File: src/rtl/led_pattern_sequencer.sv
// LED bank sequencer: prescaled shift/blink patterns, fixed loop count or free-running.
// q updates DIV clocks after start acceptance, then every DIV clocks; stop always wins.
module led_pattern_sequencer #(
  parameter int WIDTH = 8,
  parameter int DIV   = 50000000
) (
  input  logic             clk,
  input  logic             reset,
  input  logic             start,
  input  logic             stop,
  input  logic [1:0]       mode,
  input  logic [3:0]       loops,
  output logic [WIDTH-1:0] q,
  output logic             busy,
  output logic             done
);

  localparam int PW = (DIV > 1) ? $clog2(DIV) : 1;
  localparam int SW = $clog2(2 * WIDTH);
  localparam logic [PW-1:0]    PRE_LAST  = PW'(DIV - 1);
  localparam logic [SW-1:0]    STEP_LAST = SW'(2 * WIDTH - 1);
  localparam logic [SW-1:0]    STEP_HALF = SW'(WIDTH);
  localparam logic [WIDTH-1:0] ALT_EVEN  = {(WIDTH / 2){2'b10}};
  localparam logic [WIDTH-1:0] ALT_ODD   = {(WIDTH / 2){2'b01}};

  typedef enum logic {IDLE, RUN} state_t;

  state_t           state_q, state_d;
  logic [1:0]       mode_q, mode_d;
  logic [3:0]       loops_q, loops_d;
  logic [3:0]       cnt_q, cnt_d;
  logic [PW-1:0]    presc_q, presc_d;
  logic [SW-1:0]    step_q, step_d;
  logic [WIDTH-1:0] q_q, q_d;
  logic             done_q, done_d;

  logic             tick;
  logic             fill;
  logic             even;
  logic [WIDTH-1:0] pat;

  assign tick = (presc_q == PRE_LAST);
  assign fill = (step_q < STEP_HALF);
  assign even = ~step_q[0];

  always_comb begin
    pat = '0;
    case (mode_q)
      2'd0:    pat = {fill, q_q[WIDTH-1:1]};
      2'd1:    pat = {q_q[WIDTH-2:0], fill};
      2'd2:    pat = even ? ALT_EVEN : ALT_ODD;
      default: pat = even ? {WIDTH{1'b1}} : {WIDTH{1'b0}};
    endcase
  end

  always_comb begin
    state_d = state_q;
    mode_d  = mode_q;
    loops_d = loops_q;
    cnt_d   = cnt_q;
    presc_d = presc_q;
    step_d  = step_q;
    q_d     = q_q;
    done_d  = 1'b0;
    case (state_q)
      IDLE: begin
        if (start && !stop) begin
          state_d = RUN;
          mode_d  = mode;
          loops_d = loops;
          cnt_d   = '0;
          presc_d = '0;
          step_d  = '0;
          q_d     = '0;
        end
      end
      default: begin
        if (stop) begin
          state_d = IDLE;
          q_d     = '0;
        end else begin
          presc_d = tick ? '0 : presc_q + PW'(1);
          if (tick) begin
            q_d    = pat;
            step_d = (step_q == STEP_LAST) ? '0 : step_q + SW'(1);
            if (step_q == STEP_LAST) begin
              cnt_d = cnt_q + 4'd1;
              // loops_q==0 never matches here, so the count just wraps
              if (loops_q != 4'd0 && cnt_q == loops_q - 4'd1) begin
                state_d = IDLE;
                q_d     = '0;
                done_d  = 1'b1;
              end
            end
          end
        end
      end
    endcase
  end

  always_ff @(posedge clk or negedge reset) begin
    if (!reset) begin
      state_q <= IDLE;
      mode_q  <= '0;
      loops_q <= '0;
      cnt_q   <= '0;
      presc_q <= '0;
      step_q  <= '0;
      q_q     <= '0;
      done_q  <= 1'b0;
    end else begin
      state_q <= state_d;
      mode_q  <= mode_d;
      loops_q <= loops_d;
      cnt_q   <= cnt_d;
      presc_q <= presc_d;
      step_q  <= step_d;
      q_q     <= q_d;
      done_q  <= done_d;
    end
  end

  assign q    = q_q;
  assign busy = (state_q == RUN);
  assign done = done_q;

endmodule

File: config.mk
export PLATFORM = sky130hd
export DESIGN_NAME = led_pattern_sequencer
export DESIGN_NICKNAME = d
export VERILOG_FILES = /design/src/rtl/led_pattern_sequencer.sv
export SDC_FILE = /design/constraint.sdc
export NUM_CORES = 1
export LEC_CHECK = 0
export BUFFER_PORTS_ARGS = -buffer_cell sky130_fd_sc_hd__buf_2
export CAP_MARGIN = 40
export CORE_ASPECT_RATIO = 1.4
export CORE_UTILIZATION = 41
export DETAILED_ROUTE_END_ITERATION = 12
export PLACE_DENSITY = 0.65
export RECOVER_POWER = 50
export SLEW_MARGIN = 0
export SYNTH_ARGS = -nofsm -noshare
export SYNTH_HDL_FRONTEND = slang
export SYNTH_SLANG_ARGS = --single-unit
File: constraint.sdc
create_clock -name clk -period 2.15 [get_ports clk]
set_input_delay 0.43 -clock clk [delete_from_list [all_inputs] [get_ports clk]]
set_output_delay 0.43 -clock clk [all_outputs]
set_load 0.05 [all_outputs]
======== Yosys cells after proc, flatten, opt, wreduce, memory -nomap -nowiden ========
Cells that the tools add are included.
operators by class
  div/mod/pow operators ................... 0
  order comparisons ....................... 1
  multiply operators ...................... 0
  eq/ne operators ......................... 9
  shift operators ......................... 0
  reduce and logical (&&, ||, !) cells .... 11
  bitwise gates (word level) .............. 1
  mux-type cells .......................... 33
  add/sub/neg operators ................... 4
operators by type and width
  operator                                                                  count
  26-bit two-way mux                                                        4
  8-bit two-way mux                                                         8
  4-bit two-way mux                                                         9
  26-bit by 1-bit adder with 26-bit output (second input constant)          1
  26-bit == test (second input constant)                                    1
  8-bit case mux with 3 select lines                                        1
  1-bit two-way mux                                                         11
  4-bit by 1-bit adder with 4-bit output (second input constant)            2
  2-bit AND reduction                                                       3
  4-bit == test                                                             1
  4-bit == test (second input constant)                                     1
  4-bit < comparator (second input constant)                                1
  2-bit by 1-bit inequality test with 1-bit output (second input constant)  2
  4-bit AND reduction                                                       1
  4-bit nonzero test                                                        1
  4-bit by 1-bit subtractor with 4-bit output (second input constant)       1
  3-bit by 2-bit inequality test with 1-bit output (second input constant)  1
  3-bit AND reduction                                                       1
  2-bit by 1-bit == test with 1-bit output (second input constant)          1
  2-bit == test (second input constant)                                     1
  1-bit logical AND                                                         2
  2-bit zero test                                                           1
  2-bit inequality test (second input constant)                             1
  2-bit nonzero test                                                        1
  other kinds (2)                                                           2
storage, ports and cells
  latch bits .............................. 0
  bits in registers ....................... 50
  logic and storage cells ................. 67
  memory bits (writable) .................. 0
  memories kept ........................... 0
  memory bits (read-only) ................. 0

======== Longest topological paths before layout ========
Gate-level depths: netlist (run 1).
  word-level depth ........................ 8
  mapped depth ............................ 8

======== Least setup slack after synthesis (run 1) ========
Ideal clock, no wire load.
  path type ............................... register to register
  start point ............................. register state_q (netlist: busy)
  end point ............................... register presc_q[15]
  cell stages (with the launch flop) ...... 6
  clock period less this slack ............ 1927 ps
  arrival ................................. 1845 ps
  path slack .............................. 223 ps
  path through ............................ dfrtp_1 > buf_1 > nand2_1 > a21o_1 > o31a_1 > a31oi_1
on the way
  cells in the longest elaborated chain, start to end .. 2
  elaborated cells between the ends (all ways) .. 4
  those cells by class .................... eq/ne: 1; mux: 1; reduce/logical: 2
ends and longest elaborated chain
  what                                                                          line  source
  from (decl)                                                                   28    state_t state_q, state_d;
  from (signal assigned)                                                        112   state_q <= state_d;
  2-bit inequality test (no line) / 2-bit nonzero test (equally long branches)  n/a
  2-bit AND reduction (no line)                                                 n/a
  to (signal assigned)                                                          116   presc_q <= presc_d;
  to (decl)                                                                     32    logic [PW-1:0] presc_q, presc_d;
Parallel ways exist; a longest one is shown, timed or not.
A chain may end at the register's enable or synchronous reset.

======== Worst setup path after layout (run 1) ========
  start point ............................. register presc_q[0]
  end point ............................... register presc_q[11]
on the way
  cells in the longest elaborated chain, start to end .. 4
  elaborated cells between the ends (all ways) .. 5
  those cells by class .................... add/sub: 1; eq/ne: 1; mux: 3
ends and longest elaborated chain
  what                                                                               line    source
  26-bit by 1-bit adder with 26-bit output / 26-bit == test (equally long branches)  82, 42
  26-bit two-way mux (*)                                                             82      presc_d = tick ? '0 : presc_q + PW'(1);
  26-bit two-way mux (*)                                                             78      if (stop) begin
  26-bit two-way mux (*)                                                             65      case (state_q)
Mark *: on every way between the ends. The rest lies on a longest branch, timed or not. The select of a mux whose other input is x is not followed.

==> results of run 1 <==
-- stage by stage --
stage          power, mW  setup TNS (ps)  hold slack, ps  utilization  std cells
2_1_floorplan       1.36               0             134            -        321
3_3_place_gp        1.46               0             490        0.464        434
3_5_place_dp        1.47               0             504        0.464        434
4_1_cts             2.15               0             190        0.479        442
5_1_grt             2.24           -16.2             333        0.483        446
6_report            2.13               0             317        0.483        446
-- critical path, cell delays in order, from the launching register on --
cell,delay (ps)
dfrtp_1,410
ha_1,230
nand3_2,180
nor4_4,360
a21o_1,380
o21ai_1,120
a21bo_1,200
-- routing by layer --
metal | wire, um | track usage | part of all wire
met5 | 0 | 0 | 0
met1 | 3110 | 0.229 | 0.44
met2 | 3590 | 0.359 | 0.51
met4 | 160 | 0.0827 | 0.023
met3 | 162 | 0.0271 | 0.023
-- cell usage in the layout, fill, tap and decap left out, types with 9 or more instances in the layout --
| cell type | netlist | routed |
|---|---|---|
| a31oi_1 | 20 | 20 |
| o21ai_0 | 29 | 29 |
| buf_4 | 2 | 17 |
| a22o_1 | 10 | 10 |
| nor2_1 | 9 | 9 |
| inv_1 | 9 | 9 |
| nand3_1 | 11 | 11 |
| nand2_1 | 36 | 36 |
| and3_1 | 10 | 10 |
| buf_2 | 8 | 16 |
| a21oi_1 | 14 | 14 |
| dfrtp_1 | 50 | 50 |
-- report_power, final --
group	total [mW]	switching [mW]	leakage (nW)	internal, mW
Clock	0.676	0.328	0.0514	0.348
Sequential	1.12	0.112	0.674	1.01
Combinational	0.334	0.181	0.728	0.153
-- flip-flops by register name, summed over array words and instances, names as in the netlist --
register and count:
busy 1, cnt_q 4, done 1, loops_q 4, mode_q 2, presc_q 26
q 8, step_q 4
-- area by class of cell --
cell class / count / area (um^2) / area share
clock buffers: 6 / 72.6 / 0.0214
clock inverters: 2 / 37.5 / 0.0111
inverters: 10 / 37.5 / 0.0111
multi-input cells: 244 / 1640 / 0.484
flip-flops and latches: 50 / 1250 / 0.369
well taps: 95 / 119 / 0.0350
repair buffers: 39 / 233 / 0.0686
-- kinds of logic after synthesis --
| family | Yosys count | share of synthesized area |
|---|---|---|
| AOI/OAI and AO/OA | 112 | 0.244 |
| and+or+nand+nor | 112 | 0.233 |
| DFF | 50 | 0.417 |
| buffers and inverters | 28 | 0.0408 |
| muxes | 9 | 0.0317 |
| xor gates and xnor gates | 6 | 0.0175 |
| adders and majority gates | 4 | 0.0167 |
-- cell usage after synthesis, types with 3 or more instances --
cell type  count  area (um^2)
a21o_1         5         37.5
a21oi_1       14         70.1
a22o_1        10         87.6
a31oi_1       20          125
a41oi_1        5         43.8
and3_1        10         62.6
and4_1         6         52.6
buf_2          8         40.0
clkbuf_1       7         26.3
dfrtp_1       50         1250
ha_1           4         50.1
inv_1          9         33.8
mux2_1         3         33.8
mux2i_1        5         50.1
nand2_1       36          135
nand2b_1       7         43.8
nand3_1       11         55.1
nand4_1        8         50.1
nor2_1         9         33.8
nor3_1         5         25.0
nor4_1         4         25.0
nor4_4         4         85.1
o21ai_0       29          145
o21ai_1        8         40.0
o31a_1         3         26.3
xnor2_1        4         35.0
-- worst max-delay path by stage --
stage,startpoint,to,cells past startpoint
5_1_grt,presc_q[17],presc_q[11],5
3_3_place_gp,presc_q[0],presc_q[22],6
6_report,presc_q[0],presc_q[11],6
4_1_cts,presc_q[0],presc_q[20],6
3_5_place_dp,presc_q[0],presc_q[20],6
2_1_floorplan,busy,presc_q[15],5
-- timing repair --
action                     CTS  global route
hold buffers                 0             0
setup endpoints to repair    0            28
setup buffers                0             3
resized for setup            0             1
==> impl_metrics.toml, run 1 <==
[outcome]
status = "complete, but fails checks"
violations = "capacitance limit, slew limit"

[critical_path]
crit_required_ps = 2360
worstPathArrival_ps = 2190
cp_max_fo = 8
cp-start-kind = "flip-flop"
endpoint_kind = "flip-flop"
crit_type = "flip-flop to flip-flop"
rrSetupSlack_ps = 170
reg2reg_to = "presc_q[11]"
r2r_start = "presc_q[0]"
r2r_cells = 6

[timing]
fin_worst_skew_ps = 6.02
fmax_mhz = 504
slew_violations = 33
tightest_slew_ps = 1740
finalSetupViolations = 0
finalCritPeriodShare = 0.923
final_hold_viol_count = 0
worst_slack_ps = 166
post-route-min-period_ps = 1980
slew_headroom = -0.162

[place]
io_buffer_count = 19
post-place-ws_ps = 69.5
gp_congestion = 0.774
place_area_um2 = 3260
place_hpwl_um = 4980

[synthesis]
syn_area_um2 = 3000
syn_nets = 335
seq_area_frac_synth = 0.417
ys_warn_count = 0
ys_types = 58
synth-edff-count = 0
async_flop_share = 1.00
synthFlopType = "dfrtp_1"
synth_cells = 321
synth_seq_cells = 50
syn_avg_cell_area_um2 = 9.35

[floorplan]
die_x_um = 74.3
pin_count = 20
dieArea_um2 = 7670
start_util = 0.427
die_h_um = 103
core_um2 = 7030
rows = 36

[worst_hold_path]
hold_path_startpoint = "loops[1]"
holdPathEnd = "loops_q[1]"
min_path_type = "input port to flip-flop"
hold_depth = 3

[drt]
drtIter0Drc = 80
via_per_inst = 5.89
drtAntennaViolNets = 0
via_count = 2629
drt_pass1_iterations = 6
drc_errors = 0
drt-total-wl_um = 7030
wl_per_cell_um = 15.8

[cells_and_area]
drive_gt1_frac = 0.162
fillers = 680
num_antenna_cells = 0
finalInstanceArea_um2 = 3390
fin_nets = 364
syn2layout_area_growth_pct = 13.1

[job]
max_cap_viol_count = 1

[grt]
track_usage = 0.197
grt.overflow.total = 0
first_global_vias = 2482
grt_max_degree = 36
antenna_found_initial = 0
grt_pass1_wl_um = 11700

[pwr]
power_density_nw_per_um2 = 627
peakVddDrop_v = 0.000269
p_leak_nw = 1.45

[clock_network]
clockBufferDepth = 2
cts_root_buf = "clkbuf_8"
clk_latency_ps = 310
h-tree-depth = 2
cts_buffers = 5
cts.sinks = 50
clkTransAtPathRegs_ps = 100
cts_tree = "done"
No activity file was read; power rests on OpenSTA's default activity.
==> inputs of run 2 (changes only) <==
--- a/config.mk
+++ b/config.mk
@@ -8,9 +8,9 @@
 export BUFFER_PORTS_ARGS = -buffer_cell sky130_fd_sc_hd__buf_2
 export CAP_MARGIN = 40
 export CORE_ASPECT_RATIO = 1.4
-export CORE_UTILIZATION = 41
+export CORE_UTILIZATION = 39
 export DETAILED_ROUTE_END_ITERATION = 12
-export PLACE_DENSITY = 0.65
+export PLACE_DENSITY = 0.62
 export RECOVER_POWER = 50
 export SLEW_MARGIN = 0
 export SYNTH_ARGS = -nofsm -noshare
==> impl_metrics.toml, run 2 (synthesis results as in run 1) <==
[timing]
fmax_mhz = 501
post-route-min-period_ps = 2000
finalSetupViolations = 0
tightest_slew_ps = 1600
slew_violations = 29
slew_headroom = -0.0652
final_hold_viol_count = 0
worst_slack_ps = 153
fin_tns_setup_ps = 0
rsz0062_at_grt = "no"
finalCritPeriodShare = 0.929
fin_worst_skew_ps = 10.4

[place]
gp_congestion = 0.791
io_buffer_count = 19
post-place-ws_ps = 50.3
place_hpwl_um = 5020
dp_cells = 439

[clock_network]
cts.sinks = 50
h-tree-depth = 2
cts_root_buf = "clkbuf_8"
cts_tree = "done"
holdBufCountCts = 0
clockBufferDepth = 2
cts_buffers = 5
clk_latency_ps = 310
clkTransAtPathRegs_ps = 100

[critical_path]
rrSetupSlack_ps = 150
crit_path_end = "presc_q[11]"
max_stage_delay_ps = 410
cp-start-kind = "flip-flop"
reg2reg_to = "presc_q[11]"
crit_required_ps = 2350
crit_buf_inv = 1
crit_type = "flip-flop to flip-flop"
cp_num_cells = 7
crit_start = "presc_q[0]"
worstPathArrival_ps = 2200
endpoint_kind = "flip-flop"
slowest_stage = "dfrtp_1"
r2r_start = "presc_q[0]"
r2r_cells = 7
crit_family = "compound AO/OA/AOI/OAI gates"
cp_cell_sequence = "ha_1, nand3_2, nor4_4, buf_4, a21o_2, o21ai_1, a21bo_1"
cp_max_fo = 8

[cells_and_area]
syn2layout_area_growth_pct = 13.5
top_register = "presc_q"
drive_gt1_frac = 0.164
largest_register_ffs = 26
fin_nets = 366
layout_commonest_cell = "dfrtp_1"
final_cell_mix = "dfrtp_1 (50), nand2_1 (36), o21ai_0 (29)"
fin_cells = 450
final_util = 0.460
num_antenna_cells = 0

[drt]
via_per_inst = 5.96
wl_per_cell_um = 16.1
via_count = 2680
drt_pass1_iterations = 4
drt-total-wl_um = 7230
drc_errors = 0
drtAntennaViolNets = 0
drtIter0Drc = 98

[floorplan]
rows = 37
core_um2 = 7410
die_x_um = 76.1
pin_count = 20
die_h_um = 106
start_util = 0.405
dieArea_um2 = 8060

[grt]
grt_pass1_wl_um = 11900
track_usage = 0.183
antenna_found_initial = 0
grt_max_degree = 36
grt.overflow.total = 0
first_global_vias = 2447

[pwr]
p_leak_nw = 1.45
peakVddDrop_v = 0.000337
power_density_nw_per_um2 = 630
finalPower_mw = 2.15

[outcome]
violations = "capacitance limit, slew limit"
status = "complete, but fails checks"

[job]
max_cap_viol_count = 1

[worst_hold_path]
min_path_type = "input port to flip-flop"
run 2: cell types whose count changed in the layout (fill, tap and decap cells not counted):
cell        previous run  this run
a21o_2                 0         1
a21o_1                 5         4
clkbuf_1               5         7
clkinvlp_4             1         2
clkbuf_2               2         1
run 2: power breakdown:
group | internal, mW | leakage (nW) | total (mW) | switching (mW)
clock network | 0.347 | 0.0504 | 0.691 | 0.344
registers | 1.01 | 0.674 | 1.12 | 0.111
logic | 0.154 | 0.727 | 0.338 | 0.184
total | 1.51 | 1.45 | 2.15 | 0.640
run 2: timing repair:
item                                    CTS  global route
buffers inserted                          0             2
endpoints found under the hold margin     0             0
resized for setup                         0             2
endpoints found under the setup margin    0            21
run 2: area by class of cell:
| type | count | area (um^2) |
|---|---|---|
| Fill cell | 740 | 4000 |
| Sequential cell | 50 | 1250 |
| Clock buffer | 5 | 68.8 |
| Multi-Input combinational cell | 244 | 1650 |
| Timing Repair Buffer | 41 | 239 |
| Inverter | 10 | 37.5 |
| Clock inverter | 3 | 45.0 |
| Tap cell | 97 | 121 |
run 2: worst min path at each step:
| stage | start | cells past startpoint | to | slack (ps) |
|---|---|---|---|---|
| floorplan | reset | 0 | busy | 130 |
| global route | loops[0] | 3 | loops_q[0] | 330 |
| finish | loops[1] | 3 | loops_q[1] | 310 |
| CTS | reset | 1 | done | 160 |
| global placement | presc_q[15] | 1 | presc_q[15] | 490 |
| detailed placement | reset | 1 | q[1] | 510 |
run 2: metrics by stage:
step / area [um^2] / hold WS (ps)
global route: 3410 / 330
CTS: 3400 / 162
detailed placement: 3280 / 512
global placement: 3280 / 488
finish: 3410 / 307
floorplan: 3000 / 134
run 2: layer usage:
layer,track usage,vias up,share of wire
li1,-,1281,-
met1,0.236,1327,0.46
met2,0.310,59,0.49
met3,0.0277,13,0.026
met4,0.0646,0,0.021
met5,0,-,0
run 2: worst min-delay path, stage by stage:
cell and delay, ps:
buf_2 70, nand2_1 30, o21ai_0 50
==> inputs of run 3 (changes only) <==
==> constraint.sdc (replaced) <==
create_clock -name clk -period 2.5 [get_ports clk]
set_input_delay 0.375 -clock clk [delete_from_list [all_inputs] [get_ports clk]]
set_output_delay 0.375 -clock clk [all_outputs]
set_load 0.05 [all_outputs]
==> impl_metrics.toml, run 3 (synthesis results as in run 1) <==
[cells_and_area]
syn2layout_area_growth_pct = 9.30
top_register = "presc_q"
fin_nets = 353
final_cell_mix = "dfrtp_1 (50), nand2_1 (36), o21ai_0 (29)"
layout_commonest_cell = "dfrtp_1"
largest_register_ffs = 26
num_antenna_cells = 0
drive_gt1_frac = 0.124
fillers = 724
final_util = 0.443

[timing]
hold-worst-slack_ps = 263
slew_violations = 29
final_hold_viol_count = 0
fin_worst_skew_ps = 7.91
fin_tns_setup_ps = 0
finalSetupViolations = 0
tightest_slew_ps = 1580
finalCritPeriodShare = 0.849
rsz0062_at_grt = "no"
post-route-min-period_ps = 2120
fmax_mhz = 471
slew_headroom = -0.0508

[pwr]
power_density_nw_per_um2 = 528
p_leak_nw = 1.37
peakVddDrop_v = 0.000217

[critical_path]
r2r_start = "presc_q[21]"
endpoint_kind = "flip-flop"
crit_family = "compound AO/OA/AOI/OAI gates"
crit_type = "flip-flop to flip-flop"
crit_buf_inv = 0
reg2reg_to = "presc_q[24]"
crit_required_ps = 2740
cp_num_cells = 5
cp_common_cell = "and3_1"
slowest_stage = "a21oi_4"
rrSetupSlack_ps = 380
cp_max_fo = 35
r2r_cells = 5
max_stage_delay_ps = 690
cp-start-kind = "flip-flop"
worstPathArrival_ps = 2360
cp_cell_sequence = "and3_1, and3_1, a21oi_4, o21ai_0, a31oi_1"

[drt]
drt_pass1_iterations = 4
via_count = 2586
drt-total-wl_um = 6860
drc_errors = 0
drtIter0Drc = 186
drtAntennaViolNets = 0
via_per_inst = 5.93
wl_per_cell_um = 15.7

[grt]
first_global_vias = 2541
grt_pass1_wl_um = 12400
track_usage = 0.191
grt.overflow.total = 0
antenna_found_initial = 0
grt_max_degree = 36

[place]
place_hpwl_um = 4940
gp_congestion = 0.783
io_buffer_count = 19

[floorplan]
core_um2 = 7410
die_x_um = 76.1
start_util = 0.405
rows = 37
die_h_um = 106
pin_count = 20
dieArea_um2 = 8060

[clock_network]
clkTransAtPathRegs_ps = 100
cts_tree = "done"
cts_resized = 0
clk_latency_ps = 310
cts.sinks = 50
holdBufCountCts = 0
clockBufferDepth = 2
post_cts_buffers = 0
cts_root_buf = "clkbuf_8"
cts_buffers = 5
h-tree-depth = 2

[worst_hold_path]
holdPathEnd = "loops_q[1]"
hold_depth = 3
min_path_type = "input port to flip-flop"
hold_path_startpoint = "loops[1]"

[outcome]
status = "complete, but fails checks"
violations = "capacitance limit, slew limit"

[job]
max_cap_viol_count = 1
## run 3: layout make-up
type	instances	area [um^2]	share of cell area
clock buffer	5	68.8	0.0210
clock inverter	2	15.0	0.00458
inverter	10	37.5	0.0114
multi-input combinational	243	1630	0.496
sequential	50	1250	0.381
tap	97	121	0.0370
timing repair buffer	29	159	0.0484
## run 3: worst register-to-register path: cells and delay by family, from the launching register on
family | cells | cell delay (ps)
and+or+nand+nor | 2 | 490
DFF | 1 | 450
AOI/OAI and AO/OA | 3 | 1110
## run 3: worst max-delay path by stage
stage / start / endpoint / slack [ps]
after floorplan: busy / presc_q[15] / 570
after global placement: presc_q[0] / q[6] / 390
after detailed placement: stop / presc_q[14] / 370
after CTS: presc_q[0] / q[3] / 350
after global routing: presc_q[0] / q[6] / 190
final: presc_q[21] / presc_q[24] / 380
## run 3: layer usage
metal,track usage,share of wire,routed length (um)
met1,0.241,0.45,3120
met2,0.326,0.49,3380
met3,0.0260,0.030,209
met4,0.0769,0.022,150
met5,0,0,0
## run 3: where the power goes
part / leakage (nW) / internal, mW / switching, mW
registers: 0.674 / 0.866 / 0.0968
clock network: 0.0362 / 0.192 / 0.292
logic: 0.658 / 0.131 / 0.155
## run 3: per-stage QoR
step	area (um^2)	total power [mW]	cells	setup slack, ps
after detailed placement	3210	1.27	429	372
final	3280	1.73	436	378
after floorplan	3000	1.17	321	573
after global routing	3280	1.83	436	186
after global placement	3200	1.26	428	387
after CTS	3300	1.75	436	353
